===== config.mk =====
export PLATFORM = sky130hd
export DESIGN_NAME = mem_arbiter
export DESIGN_NICKNAME = d
export VERILOG_FILES = /design/src/rtl/mem_arbiter_pkg.sv /design/src/rtl/mem_arbiter.sv
export SDC_FILE = /design/constraint.sdc
export NUM_CORES = 1
export LEC_CHECK = 0
export BUFFER_PORTS_ARGS = -buffer_cell sky130_fd_sc_hd__buf_2
export CORE_MARGIN = 10
export CORE_UTILIZATION = 28
export DETAILED_ROUTE_END_ITERATION = 8
export GPL_TIMING_DRIVEN = 0
export HOLD_SLACK_MARGIN = 0.15
export SLEW_MARGIN = 20
export SYNTH_ARGS = -nofsm -noshare
export SYNTH_HDL_FRONTEND = slang
export SYNTH_SLANG_ARGS = --single-unit
export TNS_END_PERCENT = 5

===== constraint.sdc =====
create_clock -name clk -period 2.2 [get_ports clk]
set_input_delay 0 -clock clk [delete_from_list [all_inputs] [get_ports clk]]
set_output_delay 0 -clock clk [all_outputs]
set_load 0.05 [all_outputs]

===== src/rtl/mem_arbiter_pkg.sv =====
// Shared encodings for mem_arbiter: arbiter states, grant sides and store-size codes.
package mem_arbiter_pkg;

  typedef enum logic [1:0] {
    ARB_IDLE = 2'd0,
    ARB_IMEM = 2'd1,
    ARB_DMEM = 2'd2
  } arb_state_t;

  typedef enum logic {
    GRANT_IMEM = 1'b0,
    GRANT_DMEM = 1'b1
  } grant_t;

  localparam logic [1:0] SIZE_B = 2'd0;
  localparam logic [1:0] SIZE_H = 2'd1;
  localparam logic [1:0] SIZE_W = 2'd2;

endpackage


===== src/rtl/mem_arbiter.sv =====
// Fetch/data arbiter in front of one single-port memory; one transaction at a time.
// Define MEM_ARB_RR_EN for round-robin on contention (default: data side wins).
module mem_arbiter
  import mem_arbiter_pkg::*;
#(
  parameter int ADDR_W = 32,
  parameter int DATA_W = 32
) (
  input  logic              clk,
  input  logic              reset,
  input  logic [ADDR_W-1:0] imem_rd_addr,
  input  logic              imem_rd_enable,
  output logic [DATA_W-1:0] imem_rd_data,
  output logic              imem_rd_ready,
  input  logic [ADDR_W-1:0] dmem_addr,
  input  logic              dmem_r_enable,
  input  logic              dmem_w_enable,
  input  logic [1:0]        dmem_w_size,
  input  logic [DATA_W-1:0] dmem_w_data,
  output logic [DATA_W-1:0] dmem_r_data,
  output logic              dmem_ready,
  output logic              mem_req,
  output logic              mem_we,
  output logic [ADDR_W-1:0] mem_addr,
  output logic [1:0]        mem_wsize,
  output logic [DATA_W-1:0] mem_wdata,
  input  logic [DATA_W-1:0] mem_rdata,
  input  logic              mem_ready,
  output logic              grant_imem,
  output logic              grant_dmem
);

  arb_state_t state, state_nxt;
  logic       d_req, i_req, pick_dmem;

  assign d_req = dmem_r_enable | dmem_w_enable;
  assign i_req = imem_rd_enable;

`ifdef MEM_ARB_RR_EN
  grant_t last_grant;
  // On contention the side served last time yields; a lone requester always wins.
  assign pick_dmem = d_req & (~i_req | (last_grant == GRANT_IMEM));
`else
  assign pick_dmem = d_req;
`endif

  // NOTE: every output of this block gets a default first, so no path leaves it unassigned (no latch).
  always_comb begin
    state_nxt = state;
    case (state)
      ARB_IDLE: begin
        if (pick_dmem)  state_nxt = ARB_DMEM;
        else if (i_req) state_nxt = ARB_IMEM;
      end
      ARB_IMEM, ARB_DMEM: begin
        if (mem_ready) state_nxt = ARB_IDLE;
      end
      default: state_nxt = ARB_IDLE;
    endcase
  end

  // NOTE: registers use non-blocking assignments so every flop samples pre-edge values.
  always_ff @(posedge clk) begin
    if (reset) begin
      state     <= ARB_IDLE;
      mem_req   <= 1'b0;
      mem_we    <= 1'b0;
      mem_addr  <= '0;
      mem_wsize <= SIZE_B;
      mem_wdata <= '0;
`ifdef MEM_ARB_RR_EN
      last_grant <= GRANT_IMEM;
`endif
    end else begin
      state <= state_nxt;
      if (state == ARB_IDLE && state_nxt == ARB_DMEM) begin
        mem_req   <= 1'b1;
        mem_we    <= dmem_w_enable;
        mem_addr  <= dmem_addr;
        mem_wsize <= dmem_w_size;
        mem_wdata <= dmem_w_data;
`ifdef MEM_ARB_RR_EN
        last_grant <= GRANT_DMEM;
`endif
      end else if (state == ARB_IDLE && state_nxt == ARB_IMEM) begin
        mem_req   <= 1'b1;
        mem_we    <= 1'b0;
        mem_addr  <= imem_rd_addr;
        mem_wsize <= SIZE_B;
`ifdef MEM_ARB_RR_EN
        last_grant <= GRANT_IMEM;
`endif
      end else if (state != ARB_IDLE && mem_ready) begin
        mem_req <= 1'b0;
      end
    end
  end

  assign grant_imem = (state == ARB_IMEM);
  assign grant_dmem = (state == ARB_DMEM);

  // Completion and read data reach only the granted side; idle or reset hides stray responses.
  assign imem_rd_ready = grant_imem & mem_ready;
  assign dmem_ready    = grant_dmem & mem_ready;
  assign imem_rd_data  = grant_imem ? mem_rdata : '0;
  assign dmem_r_data   = grant_dmem ? mem_rdata : '0;

endmodule


# --- Yosys cells after proc, flatten, opt, wreduce, memory -nomap -nowiden ---
# Cells that the tools add are included.
word_totals:
  reg_bits: 70
  latchBits: 0
  ram_bits: 0
  rom_bits: 0
  input_bits: 136
  out_inout_bits: 136
  wordCells: 36
  memories: 0
op_classes:
  addsub: 0
  mul: 0
  div: 0
  magnitude_cmp: 0
  eq_ne: 4
  shift: 0
  n_mux: 15
  n_bitwise: 3
  reduce_logical: 8
op_table:
  columns: ["op", "count"]
  rows:
  - ["$mux W32", 4]
  - ["$mux W2", 5]
  - ["$mux W1", 5]
  - ["$eq A2 B1 Y1 const B", 2]
  - ["$eq A2 B2 Y1 const B", 2]
  - ["$pmux W2 S2", 1]
  - ["$reduce_bool A2 Y1", 2]
  - ["$logic_and A1 B1 Y1", 3]
  - ["$reduce_bool A3 Y1", 1]
  - ["$and A1 B1 Y1", 2]
  - ["$logic_not A2 Y1", 1]
  - ["$reduce_or A2 Y1", 1]
  - ["$or A1 B1 Y1", 1]

# --- Longest topological paths before layout ---
# Gate-level depths: netlist (run 1).
logic_depth:
  ltp_word: 7
  ltp_mapped: 9
  depth_no_buf: 6

# --- Worst setup path after synthesis (run 1) ---
# Ideal clock, no wire load.
synth_timing:
  kind: "flip-flop to flip-flop"
  start: "register state[0]"
  end: "register mem_addr[10]"
  setup_time_ns: 0.091
  t_arrival_ns: 2.116
  path_slack_ns: -0.007
  path_stages_with_launch: 10
  path_buffers: 3
  synth_period_minus_slack_ns: 2.207
  path_cell_list: "dfxtp_1 > buf_2 > inv_1 > ha_1 > nor2b_1 > or3_1 > buf_2 > clkbuf_1 > nand3_1 > a311oi_1"
synth_via:
  elab_chain_cells: 6
  word_cells_on_any_way: 14
synth_rtl:
  columns: ["element", "line", "rtl"]
  rows:
  - ["start: declaration", "mem_arbiter.sv:33", "arb_state_t state, state_nxt;"]
  - ["start signal: assignment", "mem_arbiter.sv:75", "state <= state_nxt;"]
  - ["$eq A2 B1 Y1, or another cell as far along", "mem_arbiter.sv:50", "case (state)"]
  - ["$reduce_or A2 Y1 or $mux W2 (tied branches)", "mem_arbiter.sv:50, mem_arbiter.sv:52", null]
  - ["$pmux W2 S2", "mem_arbiter.sv:50", null]
  - ["$eq A2 B2 Y1 or $eq A2 B1 Y1 (tied branches)", "mem_arbiter.sv:76, mem_arbiter.sv:85", null]
  - ["$logic_and A1 B1 Y1, on equally long branches", "mem_arbiter.sv:76, mem_arbiter.sv:85", null]
  - ["$mux W32 or $reduce_bool A2 Y1 (tied branches)", null, null]
  - ["end signal: assignment", "mem_arbiter.sv:79", "mem_addr <= dmem_addr;"]
  - ["end signal: assignment", "mem_arbiter.sv:88", "mem_addr <= imem_rd_addr;"]
  - ["end: declaration", "mem_arbiter.sv:24", "output logic [ADDR_W-1:0] mem_addr,"]
# Several ways; a longest one is shown, not always the timed one.
# A chain may end at the register's enable or synchronous reset.

# --- Worst setup path after layout (run 1) ---
layout_timing:
  start: "register state[0]"
  end: "register mem_addr[13]"
# The elaborated chain is that of the path after synthesis.

==> flow_summary.ini, run 1 <==
[routing]
drt-vias-per-instance = 5.118
dr_wl_met3_um = 1754
initialDrtViolationCount = 298
routedWlPerCell_um = 19.23
drt-met1-wl_um = 7476
drc = 0
highest_layer = met4
wirelength_um = 19900
ant_nets = 0
dr_total_vias = 5297
dr_wl_met2_um = 9899
dr.pass1.iters = 5

[yosys]
synth_warnings = 0
synthCells = 462
syn_area_um2 = 3672
synth_cell_type_count = 29
synth_area_per_cell_um2 = 7.949
yosysSeqAreaShare_pct = 38.16
syn-num-nets = 602
synth_seq_cells = 70

[die]
die_y_um = 134.5
dieArea_um2 = 18100
initial_core_util_pct = 28.87
row_count = 41
die_w_um = 134.5
boundaryPins = 272
core-area_um2 = 12720

[power]
leakagePower_nw = 3.229
clockPowerShare_pct = 26.5
ir_drop_mv = 0.3735
netSwitchingFraction_pct = 43.26
p_sw_mw = 2.259
pwr-share-seq_pct = 29.5
power_density_nw_per_um2 = 761.6
share_comb_of_total_power_pct = 44.0
internal_power_mw = 2.963

[worst_hold_path]
hold_path_class = input port to flop

[timing]
fin_crit_ns = 2.157
rsz0062_at_grt = yes
layout_setup_ws_ns = 0.04333
finalClockSkew_ns = 0.008764
slew-limit-headroom_pct = 57.81
hold_violations = 0
fmax_mhz = 463.7
drv_slew = 0
finalSetupViolations = 0
tightest_slew_ns = 0.6329
finalCritPeriodShare_pct = 98.03

[clock_tree]
h-tree-depth = 3
cts-root-buf = clkbuf_16
clock_path_buffers = 2
cts_buffers = 9
cts_tree = yes
clkSlewWorstSetupHoldPaths_ns = 0.06
clock-sinks = 70
clock_latency_ns = 0.35

[place]
io_buffers = 270
dp_cells = 904
dpl_cell_area_um2 = 5241
hpwl_um = 14190
pre_cts_ws_ns = -0.5099
gp_congestion = 0.8919

[global_routing]
first_global_vias = 5536
overflow = 0
antenna_found_initial = 1
grt_usage_pct = 20.48
grt_first_pass_wirelength_um = 30010
grt_max_degree = 13

[run]
maxCapViolCount = 0

[setup_path]
worstPathRequired_ns = 2.44
worst-path-max-fanout = 10
crit_type = flop to flop
endpoint_kind = flop
arrival_ns = 2.40
startpoint_type = flop

[layout]
stdcell_count = 1035
final_area_um2 = 6857
drive_gt1_share_pct = 42.44
area_growth_syn_to_layout_pct = 86.71
nNetsFinal = 995

[outcome]
status = finished, final reports clean
cells by family (layout without fill, tap and decap cells):
| group | count (synthesis) | count (layout) | share of synthesized area, % |
|---|---|---|---|
| fa+ha+maj | 4 | 4 | 1.363 |
| simple gates | 144 | 144 | 22.49 |
| flops | 70 | 70 | 38.16 |
| compound gates | 181 | 181 | 30.77 |
| buf+inv | 63 | 461 | 7.223 |
| other cells | 0 | 3 | 0 |
cell type report:
type | instances | area (µm²)
Antenna cell | 3 | 7.507
Buffer | 57 | 324.1
Clock buffer | 11 | 242.7
Clock inverter | 5 | 35.03
Fill cell | 1206 | 5866
Inverter | 6 | 22.52
Multi-Input combinational cell | 329 | 2143
Sequential cell | 70 | 1404
Tap cell | 172 | 215.2
Timing Repair Buffer | 382 | 2462
registers in the layout (all words and copies together) (netlist names):
name / cells
mem_addr: 32
mem_req: 1
mem_wdata: 32
mem_we: 1
mem_wsize: 2
state: 2
layout by cell type, fill, tap and decap left out, drive strengths merged, types with 4 or more instances in the layout:
cell,Yosys,final
a21oi,36,36
a311oi,32,32
a31oi,32,32
and2,66,66
buf,19,304
clkbuf,38,43
clkinv,0,4
dfxtp,70,70
dlygate4sd3,0,103
ha,4,4
inv,6,6
nand3,65,65
nor2b,4,4
o21ai,70,70
metal layers:
metal	GRT usage (%)	vias up
met3	7.122	62
met1	21.60	2448
met4	8.948	0
met5	0	-
li1	-	2492
met2	36.11	295
Yosys cell counts:
library cell	number	area, µm²
and3_1	1	6.260
a211oi_1	2	15.01
a311oi_1	32	280.3
nor3_1	1	5.000
or3_1	2	12.51
dfxtp_1	70	1401
a211oi_2	1	12.51
nor3_2	1	10.01
clkbuf_1	38	142.6
a32oi_4	1	27.53
and2_1	66	412.9
a32oi_1	1	8.760
ha_1	4	50.05
a31oi_1	32	200.2
nand3_1	65	325.3
a21oi_1	36	180.2
a31o_2	3	26.28
and4b_1	1	10.01
nor2b_1	4	25.02
a21o_1	1	7.510
a211o_1	1	8.760
buf_2	5	25.02
nand2b_1	2	12.51
buf_1	8	30.03
o21ai_0	70	350.3
nor2_2	1	6.260
inv_1	6	22.52
o211ai_2	1	12.51
buf_4	6	45.04
worst paths after layout:
check | slack (ns) | end | cells past startpoint | from
worst max register to register | 0.04 | mem_addr[13] | 9 | state[0]
worst max-delay path | 0.04 | mem_addr[13] | 9 | state[0]
worst min-delay path | 0.38 | mem_wdata[18] | 3 | reset
worst min register to register | 0.46 | mem_wdata[24] | 2 | mem_wdata[24]
critical path, stage by stage, from the launching register on:
cell and delay, ns:
dfxtp_2 0.33, buf_6 0.14, inv_1 0.12, ha_4 0.20, nand2b_2 0.13, a211oi_4 0.27, buf_4 0.16, buf_2 0.19
o21ai_0 0.17, a311oi_2 0.34
per-stage QoR:
step | TNS (ns) | total power [mW] | util (%) | hold WS [ns]
floorplan | 0 | 2.949 | - | 0.1570
global route | -0.3863 | 5.449 | 53.86 | 0.4294
CTS | 0 | 5.147 | 52.74 | 0.3798
finish | 0 | 5.222 | 53.89 | 0.3837
global placement | -23.25 | 3.525 | 41.20 | 0.2649
detailed placement | -25.89 | 3.555 | 41.20 | 0.2744
power by group through the flow:
stage	clock network [mW]	logic, mW	registers [mW]
2_1_floorplan	0	0.843	2.11
3_3_place_gp	0	1.98	1.55
3_5_place_dp	0	2.00	1.56
4_1_cts	1.40	2.21	1.53
5_1_grt	1.45	2.44	1.55
6_report	1.39	2.30	1.54
what timing repair did:
action,in CTS,in global routing
gates cloned,0,0
setup buffers,5,4
pin swaps,3,2
setup endpoints to repair,68,66
endpoints found under the hold margin,70,0
hold buffers,103,0
gates resized for setup,48,33
Note: power is estimated with default switching activity, not from simulation.
==> run 2: changes to the inputs <==
--- a/config.mk
+++ b/config.mk
@@ -5,12 +5,13 @@
 export SDC_FILE = /design/constraint.sdc
 export NUM_CORES = 1
 export LEC_CHECK = 0
-export BUFFER_PORTS_ARGS = -buffer_cell sky130_fd_sc_hd__buf_2
+export BUFFER_PORTS_ARGS = -buffer_cell sky130_fd_sc_hd__buf_4
 export CORE_MARGIN = 10
 export CORE_UTILIZATION = 28
 export DETAILED_ROUTE_END_ITERATION = 8
 export GPL_TIMING_DRIVEN = 0
 export HOLD_SLACK_MARGIN = 0.15
+export SKIP_CTS_REPAIR_TIMING = 1
 export SLEW_MARGIN = 20
 export SYNTH_ARGS = -nofsm -noshare
 export SYNTH_HDL_FRONTEND = slang
==> run 2 against run 1 <==
Effect of this change: sequential share of layout area down 1.9 points; largest power group unchanged; highest routed layer unchanged; flip-flop and latch count unchanged; critical endpoint unchanged; worst setup slack better by 0.023 ns; cell area up 10%; critical path type unchanged; clock-buffer cell count up 1; global-route usage down 1.1 points; largest cell class unchanged.
==> flow_summary.ini, run 2 (same netlist as run 1, synthesis figures left out) <==
[layout]
reg_top3 = mem_addr (32), mem_wdata (32)
final_common_cell = buf_4
drive_gt1_share_pct = 41.67
mostFrequentLayoutCells = buf_4 (290), dlygate4sd3_1 (103), o21ai_0 (70), dfxtp_1 (68), and2_1 (66)
final_util_pct = 59.52
area_growth_syn_to_layout_pct = 106.2
stdcell_count = 1037
nNetsFinal = 1000

[timing]
finalCritPeriodShare_pct = 96.99
drv_slew = 0
finalSetupViolations = 0
hold_violations = 0
fmax_mhz = 468.6
slew-limit-headroom_pct = 56.08
fin_crit_ns = 2.134
tightest_slew_ns = 0.6581
holdWs_ns = 0.2143
finalClockSkew_ns = 0.009377

[routing]
ant_nets = 0
dr_total_vias = 5337
drc = 0
wirelength_um = 20830
initialDrtViolationCount = 333
drt-vias-per-instance = 5.147
dr.pass1.iters = 7
routedWlPerCell_um = 20.09

[setup_path]
startpoint_type = flop
ff2ff_setup_slack_ns = 0.07
crit_type = flop to flop
worstPathRequired_ns = 2.44
endpoint_kind = flop
worst-path-max-fanout = 10
arrival_ns = 2.38

[worst_hold_path]
hold_path_class = input port to flop

[place]
dp_cells = 904
hpwl_um = 15010
io_buffers = 270
gp_congestion = 0.8974

[outcome]
status = finished, final reports clean

[global_routing]
grt_first_pass_wirelength_um = 28280
antenna_found_initial = 1
grt_usage_pct = 19.42
overflow = 0
grt_max_degree = 12
first_global_vias = 4859

[power]
power_density_nw_per_um2 = 732.5
ir_drop_mv = 0.3680
p_total_mw = 5.547
leakagePower_nw = 3.401

[clock_tree]
cts_tree = yes
clock_path_buffers = 2
clkSlewWorstSetupHoldPaths_ns = 0.06
clock-sinks = 70
cts_buffers = 9
h-tree-depth = 3
clock_latency_ns = 0.34
cts-root-buf = clkbuf_16

[die]
dieArea_um2 = 18100
core-area_um2 = 12720
die_y_um = 134.5
boundaryPins = 272
initial_core_util_pct = 28.87
die_w_um = 134.5
row_count = 41

[run]
maxCapViolCount = 0
## run 2: cell count changes in the layout (fill, tap and decap cells not counted), sizes merged
cell          before  now
clkbuf            43   52
clkinvlp           1    0
a32oi              2    3
bufinv             0    1
clkinv             4    2
dlymetal6s2s       0    1
diode              3    1
buf              304  299
## run 2: metrics by stage
| stage | setup TNS (ns) | setup slack [ns] | area (µm²) |
|---|---|---|---|
| 4_1_cts | -29.13 | -0.5908 | 6217 |
| 6_report | 0 | 0.06614 | 7572 |
| 2_1_floorplan | 0 | 0.1033 | 3675 |
| 3_3_place_gp | -22.68 | -0.4515 | 5917 |
| 5_1_grt | -0.04981 | -0.01469 | 7572 |
| 3_5_place_dp | -28.40 | -0.5736 | 5917 |
## run 2: worst paths after layout
check / from / endpoint / depth (start not counted)
worst min-delay path: dmem_r_enable / state[0] / 4
worst min register to register: mem_wdata[5] / mem_wdata[5] / 2
worst max-delay path: state[0] / mem_addr[13] / 10
worst max register to register: state[0] / mem_addr[13] / 10
## run 2: layout make-up
cell class / count / area, µm²
Clock inverter: 3 / 43.79
Multi-Input combinational cell: 330 / 2135
Antenna cell: 1 / 2.502
Clock buffer: 12 / 256.5
Buffer: 57 / 317.8
Timing Repair Buffer: 386 / 3173
Tap cell: 172 / 215.2
Inverter: 6 / 22.52
Sequential cell: 70 / 1406
Fill cell: 1121 / 5150
## run 2: where the power goes
part	switching, mW	leakage [nW]	total, mW	internal, mW
Combinational	1.59	2.67	2.50	0.914
Sequential	0.108	0.582	1.55	1.44
Clock	0.567	0.149	1.50	0.934
## run 2: worst max-delay path: stages, from the launching register on
cell	delay (ns)
dfxtp_2	0.36
buf_8	0.12
inv_1	0.07
ha_4	0.27
and4b_1	0.23
o211ai_4	0.09
buf_12	0.18
and3_1	0.13
buf_2	0.15
buf_6	0.16
a311oi_2	0.27
## run 2: layer usage
metal	GRT usage, %	vias up	routed length, µm
met5	0	-	0
met4	5.079	0	479
met3	6.639	35	1715
met2	33.95	297	10470
met1	22.02	2503	8166
li1	-	2502	-
==> run 3: changes to the inputs <==
--- a/config.mk
+++ b/config.mk
@@ -6,11 +6,14 @@
 export NUM_CORES = 1
 export LEC_CHECK = 0
 export BUFFER_PORTS_ARGS = -buffer_cell sky130_fd_sc_hd__buf_4
+export CELL_PAD_IN_SITES_DETAIL_PLACEMENT = 0
+export CELL_PAD_IN_SITES_GLOBAL_PLACEMENT = 1
 export CORE_MARGIN = 10
-export CORE_UTILIZATION = 28
+export CORE_UTILIZATION = 24
 export DETAILED_ROUTE_END_ITERATION = 8
 export GPL_TIMING_DRIVEN = 0
 export HOLD_SLACK_MARGIN = 0.15
+export PLACE_DENSITY_LB_ADDON = 0.1
 export SKIP_CTS_REPAIR_TIMING = 1
 export SLEW_MARGIN = 20
 export SYNTH_ARGS = -nofsm -noshare
==> run 3 against run 2 <==
Effect of this change: clock skew is 0.0029 ns higher; largest power group unchanged; critical path type unchanged; largest cell class unchanged; wire length decreased by 3.4%; fmax down 0.18%.
==> flow_summary.ini, run 3 (same netlist as run 1, synthesis figures left out) <==
[outcome]
status = finished, final reports clean

[routing]
dr_total_vias = 5159
drc = 0
dr.pass1.iters = 5
wirelength_um = 20120
drt-vias-per-instance = 4.937
initialDrtViolationCount = 314
ant_nets = 0
routedWlPerCell_um = 19.25

[global_routing]
grt_first_pass_wirelength_um = 27600
grt_usage_pct = 16.95
overflow = 0
grt_max_degree = 13
grtUsageMet3_pct = 6.601
met1_usage_pct = 19.94
antenna_found_initial = 0
use_met2_pct = 27.75
first_global_vias = 4683
top_usage_layer = met2

[power]
clockPowerShare_pct = 30.1
p_sw_mw = 2.259
share_comb_of_total_power_pct = 43.3
ir_drop_mv = 0.3101
netSwitchingFraction_pct = 38.99
pwr-share-seq_pct = 26.6
power_density_nw_per_um2 = 759.5
p_total_mw = 5.793
internal_power_mw = 3.534
leakagePower_nw = 3.396

[timing]
finalClockSkew_ns = 0.01226
tightest_slew_ns = 0.8080
finalCritPeriodShare_pct = 97.17
fmax_mhz = 467.8
slew-limit-headroom_pct = 46.13
finalSetupViolations = 0
rsz0062_at_grt = yes
hold_violations = 0
fin_crit_ns = 2.138
drv_slew = 0

[clock_tree]
cts_buffers = 9
clock-sinks = 70
h-tree-depth = 3
cts_tree = yes
clock_latency_ns = 0.33
cts-root-buf = clkbuf_16
clock_path_buffers = 2
clkSlewWorstSetupHoldPaths_ns = 0.06

[layout]
mostFrequentLayoutCells = buf_4 (282), dlygate4sd3_1 (102), o21ai_0 (70), dfxtp_1 (68), and2_1 (66)
drive_gt1_share_pct = 42.76
final_common_cell = buf_4
final_area_um2 = 7627
area_growth_syn_to_layout_pct = 107.7
reg_top3 = mem_addr (32), mem_wdata (32)
nNetsFinal = 991
final_util_pct = 50.55

[setup_path]
worstPathCellList = buf_6, inv_1, ha_2, nor2b_4, or3_1, clkbuf_4, buf_4, nand3_1, a311oi_2
arrival_ns = 2.37
worst-path-max-fanout = 10
endpoint_kind = flop
startpoint_type = flop
crit_type = flop to flop
cp_slowest_cell = dfxtp_2
slowest_delay_ns = 0.35
worstPathRequired_ns = 2.43

[run]
maxCapViolCount = 0

[place]
gp_congestion = 0.7853
hpwl_um = 14730
dpl_cell_area_um2 = 5937
io_buffers = 270

[die]
dieArea_um2 = 20650
initial_core_util_pct = 24.34
boundaryPins = 272
die_y_um = 143.7
die_w_um = 143.7
row_count = 45
core-area_um2 = 15090

[worst_hold_path]
hold_path_class = input port to output port
[run 3: worst paths after layout]
check | to | startpoint | depth (start not counted) | slack [ns]
max | mem_addr[23] | state[0] | 9 | 0.06
min | imem_rd_data[1] | mem_rdata[1] | 3 | 0.38
max reg2reg | mem_addr[23] | state[0] | 9 | 0.06
min reg2reg | mem_wdata[25] | mem_wdata[25] | 2 | 0.47
[run 3: critical path: cells and delay by family (launching register included)]
kind,cells,cell delay (ns)
buffers and inverters,4,0.62
adder cells (fa/ha/maj),1,0.32
AO/OA/AOI/OAI,1,0.27
AND/OR/NAND/NOR,3,0.50
flip-flops,1,0.35
[run 3: area by class of cell]
class | instances | area (µm²)
Fill cell | 1464 | 7462
Clock buffer | 11 | 252.7
Tap cell | 188 | 235.2
Multi-Input combinational cell | 329 | 2158
Antenna cell | 1 | 2.502
Clock inverter | 5 | 103.9
Inverter | 6 | 22.52
Timing Repair Buffer | 378 | 3093
Sequential cell | 70 | 1406
Buffer | 57 | 352.8
[run 3: metal layers]
layer	wire [µm]	up-vias
met5	0	-
met1	8139	2423
met3	1687	27
met2	9900	228
met4	391	0
li1	-	2481
[run 3: through the flow]
step	hold slack (ns)	TNS, ns	setup WS [ns]	cells
4_1_cts	-0.07700	-31.05	-0.5914	936
3_5_place_dp	0.2875	-31.13	-0.6082	920
3_3_place_gp	0.2780	-26.64	-0.5094	920
6_report	0.3772	0	0.06232	1045
5_1_grt	0.3876	-0.5799	-0.05444	1044
2_1_floorplan	0.1570	0	0.1033	462
[run 3: power groups by stage]
stage          sequential (mW)  clock (mW)  combinational [mW]
2_1_floorplan             2.11           0               0.843
3_3_place_gp              1.56           0                2.19
3_5_place_dp              1.56           0                2.21
4_1_cts                   1.54        1.79                2.21
5_1_grt                   1.56        1.85                2.66
6_report                  1.54        1.74                2.51
